==> src/rtl/grid_sprite_render.sv <==
// Grid-aligned sprite renderer: NSPR cell-sized sprites with shadow/active
// registers committed at frame start, a 2-stage hit/priority pipeline, and registered rgbout.

module gsr_lane #(
  parameter int CELL_LOG2 = 5,
  parameter int X_BITS    = 5,
  parameter int Y_BITS    = 4
) (
  input  logic              clk,
  input  logic              rst_n,
  input  logic              we,
  input  logic              commit,
  input  logic [X_BITS-1:0] wx,
  input  logic [Y_BITS-1:0] wy,
  input  logic [7:0]        wcolor,
  input  logic [1:0]        wmode,
  input  logic [10:0]       hcount,
  input  logic [10:0]       vcount,
  input  logic              blink_on,
  output logic              hit_q,
  output logic [7:0]        color_q
);
  typedef struct packed {
    logic [X_BITS-1:0] x;
    logic [Y_BITS-1:0] y;
    logic [7:0]        color;
    logic [1:0]        mode;
  } spr_t;

  // Wide enough that the last column/row upper bound never wraps.
  localparam int XW  = X_BITS + CELL_LOG2 + 1;
  localparam int YW  = Y_BITS + CELL_LOG2 + 1;
  localparam int CW0 = (XW > 12) ? XW : 12;
  localparam int CW  = (YW > CW0) ? YW : CW0;
  localparam logic [CW-1:0] SPAN = CW'((1 << CELL_LOG2) - 1);

  spr_t shadow, active;
  logic [CW-1:0] hx, vy, xlo, xhi, ylo, yhi;
  logic [CELL_LOG2-1:0] hl, vl;
  logic in_cell, on_edge, hit_c;

  assign hx  = CW'(hcount);
  assign vy  = CW'(vcount);
  assign xlo = CW'(active.x) << CELL_LOG2;
  assign ylo = CW'(active.y) << CELL_LOG2;
  assign xhi = xlo + SPAN;
  assign yhi = ylo + SPAN;
  assign hl  = hcount[CELL_LOG2-1:0];
  assign vl  = vcount[CELL_LOG2-1:0];

  always_comb begin
    in_cell = (hx >= xlo) && (hx <= xhi) && (vy >= ylo) && (vy <= yhi);
    on_edge = (hl == '0) || (&hl) || (vl == '0) || (&vl);
    hit_c   = 1'b0;
    case (active.mode)
      2'b01:   hit_c = in_cell;
      2'b10:   hit_c = in_cell && on_edge;
      2'b11:   hit_c = in_cell && blink_on;
      default: hit_c = 1'b0;
    endcase
  end

  always_ff @(posedge clk or negedge rst_n) begin
    if (!rst_n) begin
      shadow  <= '0;
      active  <= '0;
      hit_q   <= 1'b0;
      color_q <= '0;
    end else begin
      if (we)     shadow <= '{x: wx, y: wy, color: wcolor, mode: wmode};
      if (commit) active <= shadow;
      hit_q   <= hit_c;
      color_q <= active.color;
    end
  end
endmodule

module grid_sprite_render #(
  parameter int CELL_LOG2  = 5,
  parameter int X_BITS     = 5,
  parameter int Y_BITS     = 4,
  parameter int NSPR       = 4,
  parameter int BLINK_LOG2 = 4
) (
  input  logic              clk,
  input  logic              rst_n,
  input  logic [10:0]       hcount,
  input  logic [10:0]       vcount,
  input  logic              blank,
  input  logic              wr_en,
  input  logic [2:0]        wr_idx,
  input  logic [X_BITS-1:0] wr_x,
  input  logic [Y_BITS-1:0] wr_y,
  input  logic [7:0]        wr_color,
  input  logic [1:0]        wr_mode,
  output logic              wr_ready,
  output logic              dirty,
  output logic [7:0]        rgbout
);
  logic commit, accept, blank_s1;
  logic [BLINK_LOG2:0] blink_cnt;
  logic [NSPR-1:0] hit_s1;
  logic [NSPR-1:0][7:0] color_s1;
  logic [7:0] sel;

  assign commit   = (hcount == 11'd0) && (vcount == 11'd0);
  // Held high through reset even if the counters sit at the commit pixel.
  assign wr_ready = !(commit && rst_n);
  assign accept   = wr_en && wr_ready;

  for (genvar i = 0; i < NSPR; i++) begin : g_lane
    gsr_lane #(.CELL_LOG2(CELL_LOG2), .X_BITS(X_BITS), .Y_BITS(Y_BITS)) u_lane (
      .clk(clk), .rst_n(rst_n),
      .we(accept && (wr_idx == 3'(i))), .commit(commit),
      .wx(wr_x), .wy(wr_y), .wcolor(wr_color), .wmode(wr_mode),
      .hcount(hcount), .vcount(vcount), .blink_on(!blink_cnt[BLINK_LOG2]),
      .hit_q(hit_s1[i]), .color_q(color_s1[i])
    );
  end

  always_comb begin
    sel = '0;
    for (int i = NSPR - 1; i >= 0; i--)
      if (hit_s1[i]) sel = color_s1[i];
  end

  always_ff @(posedge clk or negedge rst_n) begin
    if (!rst_n) begin
      blank_s1  <= 1'b0;
      rgbout    <= '0;
      blink_cnt <= '0;
      dirty     <= 1'b0;
    end else begin
      blank_s1 <= blank;
      rgbout   <= blank_s1 ? 8'h00 : sel;
      if (commit) begin
        blink_cnt <= blink_cnt + 1'b1;
        dirty     <= 1'b0;
      end else if (accept) begin
        dirty <= 1'b1;
      end
    end
  end
endmodule

==> config.mk <==
export PLATFORM = sky130hd
export DESIGN_NAME = grid_sprite_render
export DESIGN_NICKNAME = d
export VERILOG_FILES = /design/src/rtl/grid_sprite_render.sv
export SDC_FILE = /design/constraint.sdc
export NUM_CORES = 1
export LEC_CHECK = 0
export ABC_AREA = 1
export CORE_ASPECT_RATIO = 0.8
export CORE_MARGIN = 4
export CORE_UTILIZATION = 30
export DETAILED_ROUTE_END_ITERATION = 8
export SLEW_MARGIN = 20
export SYNTH_ARGS = -nofsm -noshare
export SYNTH_HDL_FRONTEND = slang
export SYNTH_SLANG_ARGS = --single-unit
export TNS_END_PERCENT = 50
==> constraint.sdc <==
create_clock -name clk -period 3 [get_ports clk]
set_input_delay 0.6 -clock clk [delete_from_list [all_inputs] [get_ports clk]]
set_output_delay 0.6 -clock clk [all_outputs]
set_load 0.1 [all_outputs]
==> results.tsv <==
stage	metric	value	unit
yosys	synthDistinctLibCells	29	
cts	cts.sinks	203	
critical_path	timing.critical_path.to_type	primary output	
critical_path	crit_path_start	vcount[7]	
sta	tns	0	ps
floorplanning	fp.dieArea	0.0343	mm²
power	power_frac_comb	7.6	%
global_route	via_count_of_the_first_global_routing_pass	7134	
cts	register_clock_pin_slew_on_the_reported_worst_setup_and_hold_paths	60	ps
critical_path	critPathArrivalTime	2040	ps
sta	layout_worst_path_cycle_share	88.1	%
critical_path	register_to_register_path_setup_slack	1280	ps
placement	routabilityCongestion	0.835	
power	seq_power_share	47.9	%
power	ir_worst_vdd	382	µV
sta	max_slew_headroom	41.8	%
yosys	syn-cell-area	0.00941	mm²
placement	dp_hpwl	16500	µm
yosys	ys_seq_area_share	54.0	%
detailed_routing	antenna_left	0	
cells_and_area	layout-drive-gt1-share	7.20	%
cts	cts_tree	yes	
critical_path	critical_path.max_fanout	5	
cts	cts_hold_buffers	0	
sta	layout_min_cycle_time	2640	ps
floorplanning	floorplan.rows	57	
yosys	yosysWarningCount	0	
detailed_routing	drt_pre_antenna_iters	5	
cells_and_area	final_util	36.4	%
yosys	netlist_instances	1091	
yosys	synthesis.nets	1184	
floorplanning	chip_width	206	µm
power	power.share.clock	44.5	%
cts	cts-root-to-sink-buffers	3	
critical_path	critical_path_required	2400	ps
power	power_leakage	0.00576	µW
sta	tightestPinTransition	874	ps
cts	htree_levels	1	
detailed_routing	wl_per_cell	15.5	µm
global_route	grt_max_degree	137	
status	status	completed	
cts	ctsResizeCount	0	
floorplanning	dieHeight	166	µm
yosys	synth_seq_cells	203	
critical_path	setup.worst_path.class	in2out	
sta	timing.final.max_slew_violations	0	
power	netSwitchingFraction	23.4	%
worst_hold_path	timing.hold.worst.class	in2async	
sta	setup_viol	0	
sta	worst_clock_skew	6.12	ps
global_route	globalRouteOverflowTotal	0	
cts	cts_setup_buffers	0	
critical_path	crit-reg2reg-capture	g_lane[0].u_lane.hit_q	
critical_path	start_kind	primary input	
sta	final.hold.worst_slack	267	ps
global_route	grt_antenna_before_repair	1	
sta	finalHoldViolCount	0	
cells_and_area	num-fill-cells	3175	
sta	achievable-frequency	0.378	GHz
detailed_routing	dr.first_iter.drc_count	486	
power	power.density	569	mW/mm²
power	p_int	4860	µW
cts	cts_made_buffers	22	
cells_and_area	area_delta_synth_final	18.5	%
detailed_routing	detail_route.vias_per_cell	4.66	
sta	grt_setup_unrepaired	no	
detailed_routing	route.detailed.drc	0	
cts	root_buffer	sky130_fd_sc_hd__clkbuf_16	
placement	portBuffers	57	
detailed_routing	total_wire_length	24200	µm
job	timing.max_cap.violations	0	
floorplanning	ioPinCount	58	
cells_and_area	seqCellArea	0.00508	mm²
yosys	avgSynthCellArea	8.63	µm²
floorplanning	initial_utilization	30.7	%
detailed_routing	via_count	7300	
global_route	grt_pass1_wl	39200	µm
power	power.net_switching	1490	µW
critical_path	endpoint	wr_ready	
global_route	gr_usage_total	14.1	%
cells_and_area	area_used_by_multi_input_combinational_logic	0.00373	mm²
cts	clk-insertion-delay-late	490	ps
critical_path	critical_path.reg2reg.startpoint	g_lane[0].u_lane.active[18]	
cells_and_area	n_antenna_cell	0	
floorplanning	core_region_area	0.0307	mm²
cells_and_area	layout.nets	1230	
critical_path	ff2ff_path_depth	10	
[stage by stage]
stage / instance area, µm² / instances / worst slack (ps) / power, µW
floorplan: 9410 / 1091 / 819 / 3320
global placement: 10400 / 1526 / 159 / 3570
detailed placement: 10400 / 1526 / 128 / 3580
CTS: 11200 / 1565 / 316 / 6430
global route: 11200 / 1565 / 241 / 6640
finish: 11200 / 1565 / 358 / 6350
[registers in the layout, summed over array words and instances (netlist names)]
signal	count
blink_cnt	5
g_lane.u_lane.active	76
g_lane.u_lane.hit_q	4
g_lane.u_lane.color_q	32
rgbout	8
g_lane.u_lane.shadow	76
dirty	1
blank_s1	1
[power by group through the flow]
stage	logic [µW]	registers, µW	clock network, µW
after floorplan	261	3060	0
after global placement	476	3090	0
after detailed placement	489	3090	0
after CTS	490	3040	2890
after global routing	557	3060	3020
final	483	3040	2830
[how the worst min path moves through the flow]
stage | to | slack [ps]
6_report | g_lane[3].u_lane.active[12] | 270
5_1_grt | g_lane[3].u_lane.active[12] | 330
4_1_cts | g_lane[3].u_lane.active[1] | 360
3_5_place_dp | g_lane[3].u_lane.color_q[0] | 360
3_3_place_gp | g_lane[2].u_lane.color_q[3] | 360
2_1_floorplan | blank_s1 | 300
[synthesized netlist by cell type, drive strengths merged]
cell	count	area, µm²
nand2	413	1550
dfrtp	203	5080
inv	89	334
nand4	79	494
nor2	69	277
o21ai	55	275
ha	45	563
buf	37	223
a21oi	29	145
nand3	26	193
clkbuf	15	57.6
o31ai	8	60.1
nor3	7	35.0
nand3b	5	41.3
o21bai	3	22.5
or2	3	18.8
xor2	3	26.3
clkinv	1	5.00
xnor2	1	8.76
[cells by family (layout without fill, tap and decap cells)]
kind of cell	Yosys count	count (layout)	synth area share (%)
AND/OR/NAND/NOR	602	602	27.7
flip-flops	203	203	54.0
buffers and inverters	142	203	6.58
AO/OA/AOI/OAI	95	95	5.34
adder cells (fa/ha/maj)	45	45	5.98
XOR/XNOR	4	4	0.372
[cell usage in the layout (no fill, tap or decap), drive strengths merged]
cell           instances
nand3                 26
a21oi                 29
nand3b                 5
nor2                  69
nand2                413
o31ai                  8
bufinv                 3
xnor2                  1
nand4                 79
clkinv                 5
clkinvlp               2
dfrtp                203
xor2                   3
ha                    45
inv                   89
o21bai                 3
o21ai                 55
clkbuf                31
clkdlybuf4s50         45
or2                    3
buf                   28
nor3                   7
[metal layers]
layer | vias up | track usage, % | share of wire, %
met1 | 3473 | 21.3 | 48
met2 | 169 | 21.6 | 45
met3 | 29 | 2.06 | 5.1
met5 | - | 0 | 0.054
met4 | 2 | 2.89 | 1.5
li1 | 3627 | - | -
[layout make-up]
class                   instances  area share, %
clock buffers                  30           5.75
clock inverters                 9           1.12
inverters                      90           3.04
multi-input cells             746           33.5
flip-flops and latches        203           45.5
well taps                     413           4.63
repair buffers                 74           6.47
[critical path: stages]
cell and delay, ps:
sky130_fd_sc_hd__clkdlybuf4s50_1 540, sky130_fd_sc_hd__inv_1 100, sky130_fd_sc_hd__nand2_1 50, sky130_fd_sc_hd__nor2_1 140, sky130_fd_sc_hd__nand2_1 90, sky130_fd_sc_hd__nor2_2 200
sky130_fd_sc_hd__nand3_4 120, sky130_fd_sc_hd__buf_12 180
(Power assumes the default switching activity.)
